## config.mk

```make
export PLATFORM = sky130hd
export DESIGN_NAME = swap_pair_serializer
export DESIGN_NICKNAME = d
export VERILOG_FILES = /design/src/rtl/swap_pair_serializer_pkg.sv /design/src/rtl/swap_pair_serializer_pair_fifo.sv /design/src/rtl/swap_pair_serializer.sv
export SDC_FILE = /design/constraint.sdc
export NUM_CORES = 1
export LEC_CHECK = 0
export BUFFER_PORTS_ARGS = -buffer_cell sky130_fd_sc_hd__buf_2
export CORE_ASPECT_RATIO = 0.9
export CORE_MARGIN = 8
export CORE_UTILIZATION = 50
export DETAILED_ROUTE_END_ITERATION = 7
export GPL_ROUTABILITY_DRIVEN = 0
export GPL_TIMING_DRIVEN = 0
export PLACE_DENSITY_LB_ADDON = 0.08
export RECOVER_POWER = 25
export SLEW_MARGIN = 10
export SYNTH_ARGS = -nofsm -noshare
export SYNTH_HDL_FRONTEND = slang
export SYNTH_SLANG_ARGS = --single-unit
```

## constraint.sdc

```tcl
create_clock -name clk -period 2.87 [get_ports clk]
set_input_delay 0.4305 -clock clk [delete_from_list [all_inputs] [get_ports clk]]
set_output_delay 0.4305 -clock clk [all_outputs]
set_load 0.02 [all_outputs]
```

## src/rtl/swap_pair_serializer_pkg.sv

```systemverilog
// Shared defaults and serializer state encoding for swap_pair_serializer.
package swap_pair_serializer_pkg;

  localparam int unsigned W_DEF     = 8;
  localparam int unsigned DEPTH_DEF = 4;

  typedef enum logic [1:0] {
    ST_IDLE        = 2'd0,
    ST_SEND_FIRST  = 2'd1,
    ST_SEND_SECOND = 2'd2
  } state_e;

endpackage

```

## src/rtl/swap_pair_serializer_pair_fifo.sv

```systemverilog
// Synchronous pair FIFO: DW-wide, DEPTH-deep, registered occupancy count.
module pair_fifo #(
  parameter  int unsigned DW    = 16,
  parameter  int unsigned DEPTH = 4,
  localparam int unsigned AW    = $clog2(DEPTH),
  localparam int unsigned LW    = $clog2(DEPTH) + 1
) (
  input  logic          clk,
  input  logic          rst_n,
  input  logic          push_i,
  input  logic [DW-1:0] wdata_i,
  input  logic          pop_i,
  output logic [DW-1:0] head_c,
  output logic [LW-1:0] level_o,
  output logic          full_c,
  output logic          empty_c
);

  logic [DW-1:0] mem_q [DEPTH];
  logic [AW-1:0] wptr_q, rptr_q;
  logic [LW-1:0] cnt_q, cnt_d;
  logic          push_ok, pop_ok;

  assign full_c  = (cnt_q == LW'(DEPTH));
  assign empty_c = (cnt_q == LW'(0));
  assign push_ok = push_i && !full_c;
  assign pop_ok  = pop_i && !empty_c;
  assign head_c  = mem_q[rptr_q];
  assign level_o = cnt_q;

  // Occupancy: simultaneous push and pop leaves the count unchanged.
  always_comb begin
    cnt_d = cnt_q;
    if (push_ok && !pop_ok) begin
      cnt_d = cnt_q + LW'(1);
    end else if (pop_ok && !push_ok) begin
      cnt_d = cnt_q - LW'(1);
    end
  end

  // Pointers and count; pointers wrap naturally modulo DEPTH.
  always_ff @(posedge clk or negedge rst_n) begin
    if (!rst_n) begin
      wptr_q <= '0;
      rptr_q <= '0;
      cnt_q  <= '0;
    end else begin
      if (push_ok) wptr_q <= wptr_q + AW'(1);
      if (pop_ok)  rptr_q <= rptr_q + AW'(1);
      cnt_q <= cnt_d;
    end
  end

  // Storage array; contents need no reset since the count gates visibility.
  always_ff @(posedge clk) begin
    if (push_ok) mem_q[wptr_q] <= wdata_i;
  end

endmodule

```

## src/rtl/swap_pair_serializer.sv

```systemverilog
// Buffers swapped byte pairs and emits them un-swapped as a byte stream (pair_b, then pair_a).
module swap_pair_serializer
  import swap_pair_serializer_pkg::*;
#(
  parameter  int unsigned W     = W_DEF,
  parameter  int unsigned DEPTH = DEPTH_DEF,
  localparam int unsigned LW    = $clog2(DEPTH) + 1
) (
  input  logic          clk,
  input  logic          rst_n,
  input  logic [W-1:0]  pair_a,
  input  logic [W-1:0]  pair_b,
  input  logic          in_valid,
  output logic          in_ready,
  output logic [W-1:0]  out_data,
  output logic          out_first,
  output logic          out_valid,
  input  logic          out_ready,
  output logic [LW-1:0] level
);

  state_e         state_q;
  logic [W-1:0]   hold_a_q;
  logic [2*W-1:0] head_c;
  logic           full_c, empty_c;
  logic           push_c, pop_c;

  // Acceptance depends only on the registered count, never on out_ready.
  assign in_ready = !full_c;
  assign push_c   = in_valid && in_ready;

  pair_fifo #(
    .DW    (2 * W),
    .DEPTH (DEPTH)
  ) u_fifo (
    .clk     (clk),
    .rst_n   (rst_n),
    .push_i  (push_c),
    .wdata_i ({pair_a, pair_b}),
    .pop_i   (pop_c),
    .head_c  (head_c),
    .level_o (level),
    .full_c  (full_c),
    .empty_c (empty_c)
  );

  // Pop when idle, or when the second byte of the current pair is accepted.
  always_comb begin
    pop_c = 1'b0;
    unique case (state_q)
      ST_IDLE:        pop_c = !empty_c;
      ST_SEND_SECOND: pop_c = out_ready && !empty_c;
      default:        pop_c = 1'b0;
    endcase
  end

  // Serializer FSM with registered byte outputs; holds everything while stalled.
  always_ff @(posedge clk or negedge rst_n) begin
    if (!rst_n) begin
      state_q   <= ST_IDLE;
      hold_a_q  <= '0;
      out_data  <= '0;
      out_first <= 1'b0;
      out_valid <= 1'b0;
    end else begin
      unique case (state_q)
        ST_IDLE: begin
          if (!empty_c) begin
            hold_a_q  <= head_c[2*W-1:W];
            out_data  <= head_c[W-1:0];
            out_first <= 1'b1;
            out_valid <= 1'b1;
            state_q   <= ST_SEND_FIRST;
          end
        end
        ST_SEND_FIRST: begin
          if (out_ready) begin
            out_data  <= hold_a_q;
            out_first <= 1'b0;
            state_q   <= ST_SEND_SECOND;
          end
        end
        ST_SEND_SECOND: begin
          if (out_ready) begin
            if (!empty_c) begin
              hold_a_q  <= head_c[2*W-1:W];
              out_data  <= head_c[W-1:0];
              out_first <= 1'b1;
              state_q   <= ST_SEND_FIRST;
            end else begin
              out_valid <= 1'b0;
              out_first <= 1'b0;
              state_q   <= ST_IDLE;
            end
          end
        end
        default: begin
          out_valid <= 1'b0;
          out_first <= 1'b0;
          state_q   <= ST_IDLE;
        end
      endcase
    end
  end

endmodule

```

==> results of run 1 <==
-- cells in the mapped netlist (all sizes together) --
| master | n |
|---|---|
| mux4 | 8 |
| nand3b | 1 |
| xnor2 | 3 |
| o21bai | 1 |
| nor2b | 10 |
| mux2 | 10 |
| buf | 6 |
| dfrtp | 27 |
| edfxtp | 64 |
| and2 | 5 |
| fa | 1 |
| o21ai | 1 |
| nand2 | 5 |
| and3 | 8 |
| nand2b | 1 |
| nor4b | 1 |
| xor2 | 3 |
| nor3 | 2 |
| inv | 6 |
| a21boi | 1 |
| a21oi | 1 |
| a211oi | 1 |
| mux2i | 8 |
| ha | 5 |
| o41ai | 8 |
| a32o | 1 |
| o31a | 1 |
| a2111oi | 8 |
| nor2 | 11 |
| clkbuf | 6 |
| o311ai | 8 |
-- metrics by stage --
step                area, sq um  utilization  hold slack [ns]
global placement           4063       0.5466           0.4869
detailed placement         4063       0.5466           0.4822
global route               4220       0.5678           0.1180
CTS                        4237       0.5700          0.09588
finish                     4220       0.5678          0.08340
floorplan                  3777            -           0.1349
-- registers in the layout, indices dropped and copies added (netlist names) --
register / flops
u_fifo.mem_q: 64
hold_a_q: 8
out_data: 8
u_fifo.level_o: 3
state_q: 2
u_fifo.rptr_q: 2
u_fifo.wptr_q: 2
out_first: 1
out_valid: 1
-- final timing paths --
check | start | end | cells after the start
min in group clk | pair_a[3] | u_fifo.mem_q[0][11]$_DFFE_PP_ | 1
min | rst_n | u_fifo.level_o[0]$_DFFE_PN0P_ | 1
min reg2reg | out_first$_DFFE_PN0P_ | out_first$_DFFE_PN0P_ | 2
max in group asynchronous | rst_n | hold_a_q[1]$_DFFE_PN0P_ | 1
max reg2reg | state_q[1]$_DFFE_PN0P_ | u_fifo.level_o[1]$_DFFE_PN0P_ | 7
max | state_q[1]$_DFFE_PN0P_ | u_fifo.level_o[1]$_DFFE_PN0P_ | 7
-- metal layers --
layer	track usage	up-vias	wire (um)
met4	0.05011	0	36
li1	-	962	-
met1	0.1959	1032	3411
met5	0	-	0
met3	0.03979	4	409
met2	0.2161	57	3412
-- kinds of logic after synthesis --
logic type | Yosys count
flops | 91
simple gates | 44
compound gates | 31
mux | 26
buf+inv | 18
xor+xnor | 6
fa+ha+maj | 6
-- area by class of cell --
type | count | share of cell area
plain buffers | 12 | 0.01808
multi-input cells | 113 | 0.2562
clock inverters | 7 | 0.01186
repair buffers | 33 | 0.03528
well taps | 96 | 0.02846
flip-flops and latches | 91 | 0.6155
clock buffers | 9 | 0.02935
inverters | 6 | 0.005336
-- cell usage in the layout, fill, tap and decap left out, drive strengths merged, types with 5 or more instances in the layout --
| cell type | instances |
|---|---|
| mux2i | 8 |
| nor2 | 11 |
| mux4 | 8 |
| nor2b | 10 |
| buf | 26 |
| and3 | 8 |
| mux2 | 10 |
| inv | 9 |
| clkbuf | 28 |
| o41ai | 8 |
| and2 | 5 |
| edfxtp | 64 |
| dfrtp | 27 |
| o311ai | 8 |
| ha | 5 |
| a2111oi | 8 |
| nand2 | 5 |
-- report_power, final --
group / internal (mW) / switching (mW)
Clock: 0.320 / 0.461
Combinational: 0.813 / 1.03
Sequential: 1.82 / 0.190
Total: 2.96 / 1.68
==> metrics.csv, run 1 <==
stage;metric;value;unit
cells_and_area;synthToLayoutAreaGrowth;11.73;%
synthesis;synth_warnings;0;
flow_run;max-cap-violations;0;
cts;cts_buffer_depth;2;
cts;cts_tree;done;
sta;hold_viol_final;0;
pwr;power.density;1099;nW/um^2
setup_path;cp_slowest_cell;nor3_4;
min_path;min_path_type;input port to async pin;
setup_path;cp.required;3.12;ns
global_routing;grt_usage;0.1441;
sta;period_minus_slack;2.386;ns
cells_and_area;antenna_cells;0;
die;coreArea;7432;sq um
drt;via_per_inst;5.599;
cts;post_cts_buffers;0;
global_routing;grt_pass1_vias;2062;
synthesis;synth_top_family_by_area;multiplexers;
synthesis;synth-xor-area-share;0.01391;
setup_path;crit_type;flip-flop to flip-flop;
die;die_y;98.46;um
place;place_ws;0.4119;ns
synthesis;synth_seq_cells;91;
synthesis;synth_compound_area_frac;0.07254;
cts;post_cts_resized;0;
synthesis;synthSimpleGateAreaFrac;0.07122;
synthesis;syn_area;3777;sq um
setup_path;crit_arrival;2.63;ns
cts;cts.htree.levels;3;
sta;tightestPinTransition;0.9529;ns
cells_and_area;drive_gt1_frac;0.2435;
place;dp_cells;351;
setup_path;cpPeakStageDelay;0.53;ns
setup_path;reg2reg_slack;0.48;ns
setup_path;path_max_fanout;9;
synthesis;ys_seq_area_frac;0.6876;
sta;final-max-slew-violation-count;0;
cts;clockRootBuffer;clkbuf_8;
place;io_buffers;33;
die;io_pins;34;
drt;vias;2055;
sta;fin_crit_sh;0.8315;
drt;drt_iter0_drc;83;
cts;cts_buffers;9;
die;start_util;0.5082;
cells_and_area;layout.cells.non_filler;367;
drt;wl_per_cell;19.81;um
sta;fin_ws;0.4835;ns
die;fp-row-count;30;
place;hpwl;4766;um
cts;clkSinkCount;91;
setup_path;crit_family;simple AND/OR/NAND/NOR gates;
cts;clk_latency;0.35;ns
sta;fin_skew;0.007899;ns
synthesis;yosys.area.top_type_share;0.5088;
cts;cts_hold_buf;0;
sta;final.setup.tns;0;ns
die;fp.dieW;107.6;um
setup_path;path_cells;nor2b_4 > nor3_4 > inv_2 > ha_1 > inv_1 > fa_1 > mux2_2;
pwr;ir_drop;455.2;uV
drt;ant_nets;0;
drt;dr.pass1.iters;4;
global_routing;antenna_found_initial;0;
setup_path;crit_buf_inv;2;
synthesis;syn_nets;248;
global_routing;grt_max_degree;28;
setup_path;critPathLaunchType;flip-flop;
synthesis;synth.distinct_cells;38;
global_routing;overflow;0;
drt;drc;0;
run_status;outcome;finished clean;
cells_and_area;seq_area;2597;sq um
global_routing;grt_pass1_wl;11360;um
sta;rsz0062_at_grt;false;
sta;setup_viol;0;
synthesis;synth_top_area_cell;edfxtp_1;
sta;relSlewSlack;0.3647;
synthesis;muxShareOfSynthArea;0.1067;
synthesis;synth_area_leaders;edfxtp_1 (51%), dfrtp_1 (18%), mux4_2 (4.8%), mux2_4 (3.2%), mux2i_1 (2.1%);
synthesis;synth_cells;222;
cts;cts.clk_slew.worst_paths;0.09;ns
cells_and_area;num-fill-cells;619;
sta;fmax;419.0;MHz
pwr;p_leak;1.567;nW
die;dieArea;10600;sq um
synthesis;syn_area_per_cell;17.02;sq um
cells_and_area;fin_nets;292;
cells_and_area;multi_input_area;1081;sq um
setup_path;endpoint_kind;flip-flop;
synthesis;synth_fa_ha_area_frac;0.02186;
pwr;total_power;4.639;mW
drt;drt-total-wl;7269;um
Power figures use the tool's default switching activity.
==> run 2: changes to the inputs <==
- clock period: 2.87 -> 2.3 ns (I/O delays scaled with it)
==> run 2 against run 1 <==
The run now ends with hold timing left. Routed wire length shrank 0.12%. Core utilization grew 0.22 points. Clock power increased by 25%. Power rose by 25%. Cell count is 0.27% higher. Global-route usage is the same. Critical path type unchanged.
==> metrics.csv, run 2 (synthesis results as in run 1) <==
stage;metric;value;unit;change
setup_path;endpoint_kind;flip-flop;;
setup_path;path_cells;nor2_1 > a21boi_2 > and2_1;;
place;io_buffers;33;;unchanged
cts;clk_latency;0.35;ns;about the same
min_path;min_path_type;input port to async pin;;
run_status;violations;hold timing;;
cts;cts_buffer_depth;2;;unchanged
global_routing;grt_usage;0.1441;;unchanged
cells_and_area;largest_reg_flops;64;;unchanged
cts;clockRootBuffer;clkbuf_8;;
sta;final.setup.tns;0;ns;unchanged
setup_path;crit_family;simple AND/OR/NAND/NOR gates;;
die;fp-row-count;30;;unchanged
pwr;p_int;3.702;mW;+25%
pwr;p_leak;1.577;nW;+0.70%
cells_and_area;layout_common_cells;edfxtp_1 (64), dfrtp_1 (27), buf_2 (22);;
setup_path;path_max_fanout;16;;+7
die;die_y;98.46;um;unchanged
cells_and_area;drive_gt1_frac;0.2537;;+0.01013
cts;cts_tree;done;;
cts;cts_hold_buf;0;;unchanged
drt;dr.pass1.iters;4;;unchanged
setup_path;crit_buf_inv;0;;-2
sta;fmax;469.6;MHz;+12%
sta;rsz0062_at_grt;false;;
drt;ant_nets;0;;unchanged
die;coreArea;7432;sq um;unchanged
cts;clkSinkCount;91;;unchanged
run_status;outcome;finished with violations;;
sta;final-max-slew-violation-count;0;;unchanged
drt;drc;0;;unchanged
drt;drt_iter0_drc;84;;+1.2%
sta;period_minus_slack;2.130;ns;-0.2568 ns
cells_and_area;synthToLayoutAreaGrowth;12.16;%;
cts;cts.htree.levels;3;;unchanged
die;dieArea;10600;sq um;unchanged
drt;wl_per_cell;19.73;um;-0.40%
global_routing;overflow;0;;unchanged
setup_path;startpoint;u_fifo.level_o[0]$_DFFE_PN0P_;;
setup_path;cp.required;2.28;ns;-0.84 ns
cts;cts_buffers;9;;unchanged
die;fp.dieW;107.6;um;unchanged
cells_and_area;layout.cells.non_filler;368;;+0.27%
pwr;comb_power_share;0.399;;about the same
global_routing;antenna_found_initial;0;;unchanged
drt;vias;2047;;-0.39%
cells_and_area;final_cell_area;4237;sq um;+0.39%
setup_path;cpPeakStageDelay;0.79;ns;+0.26 ns
cells_and_area;antenna_cells;0;;unchanged
cells_and_area;layout_commonest_cell;edfxtp_1;;
global_routing;grt_pass1_vias;2065;;+0.15%
setup_path;crit_type;flip-flop to flip-flop;;
global_routing;grt_pass1_wl;11360;um;about the same
setup_path;r2r_cells;3;;-4
place;dpl_cell_area;4063;sq um;unchanged
cells_and_area;top_register;u_fifo.mem_q;;
setup_path;regToRegStartpoint;u_fifo.level_o[0]$_DFFE_PN0P_;;
cells_and_area;largestRegisters;u_fifo.mem_q x64, hold_a_q x8, out_data x8;;
cells_and_area;fin_util;0.5700;;+0.002189
pwr;pwr-share-clk;0.168;;about the same
global_routing;grt_max_degree;28;;unchanged
place;hpwl;4766;um;unchanged
pwr;power.density;1372;nW/um^2;+25%
drt;via_per_inst;5.563;;-0.66%
sta;relSlewSlack;0.3892;;+0.02446
pwr;swShare;0.3630;;about the same
setup_path;cp_slowest_cell;and2_1;;
sta;tightestPinTransition;0.9163;ns;-0.03668 ns
die;io_pins;34;;unchanged
sta;setup_viol;0;;unchanged
sta;fin_skew;0.007950;ns;+0.00005126 ns
cells_and_area;fin_nets;293;;+0.34%
place;dp_cells;351;;unchanged
setup_path;critPathLaunchType;flip-flop;;
pwr;ir_drop;570.8;uV;+25%
die;start_util;0.5082;;unchanged
setup_path;crit_arrival;2.11;ns;-0.52 ns
pwr;power_frac_seq;0.434;;about the same
drt;drt-total-wl;7260;um;-0.12%
setup_path;crit_cells;3;;-4
sta;hold_viol_final;1;;+1
flow_run;max-cap-violations;0;;unchanged
cts;cts.clk_slew.worst_paths;0.09;ns;about the same
sta;whs;-0.0004054;ns;-0.08381 ns
pwr;switching_power;2.110;mW;+25%
sta;fin_crit_sh;0.9259;;+0.09441
==> run 2: cell count changes in the layout (fill, tap and decap cells not counted), sizes merged <==
cell and change:
clkbuf -1, buf +2
==> run 2: final cells by class <==
cell class	count	area, sq um
plain buffers	12	76.32
clock buffers	9	123.9
clock inverters	7	50.05
fillers	615	3196
inverters	6	22.52
multi-input cells	113	1089
flip-flops and latches	91	2597
well taps	96	120.1
repair buffers	34	157.7
==> run 2: power groups by stage <==
stage	Combinational, mW	Sequential (mW)	Clock, mW
finish	2.32	2.52	0.974
detailed placement	2.32	2.55	0
global route	2.52	2.58	1.06
global placement	2.31	2.54	0
CTS	2.35	2.52	1.00
floorplan	1.58	2.62	0
==> run 2: final timing paths <==
path | slack [ns] | to
worst max-delay path | 0.17 | u_fifo.mem_q[0][0]$_DFFE_PP_
worst min-delay path | -0.0004 | u_fifo.level_o[0]$_DFFE_PN0P_
worst max register to register | 0.17 | u_fifo.mem_q[0][0]$_DFFE_PP_
worst min register to register | 0.51 | out_first$_DFFE_PN0P_
max in group asynchronous | 1.87 | hold_a_q[1]$_DFFE_PN0P_
min in group clk | 0.20 | u_fifo.mem_q[1][3]$_DFFE_PP_
==> run 2: metal layers <==
| layer | GRT usage | share of wire |
|---|---|---|
| met1 | 0.1955 | 0.47 |
| met2 | 0.2166 | 0.46 |
| met3 | 0.03979 | 0.055 |
| met4 | 0.05011 | 0.012 |
| met5 | 0 | 0 |
==> run 2: timing repair <==
action	CTS	global route
pin swaps	1	0
resized for setup	0	2
buffers inserted	1	0
endpoints found under the setup margin	2	1
==> run 2: metrics by stage <==
stage | hold WS [ns] | setup WS (ns) | power [mW]
2_1_floorplan | 0.04941 | 0.05494 | 4.199
3_3_place_gp | 0.4014 | -0.06714 | 4.850
3_5_place_dp | 0.3967 | -0.08010 | 4.871
4_1_cts | 0.01038 | 0.08972 | 5.868
5_1_grt | 0.03247 | 0.003513 | 6.163
6_report | -0.0004054 | 0.1704 | 5.812
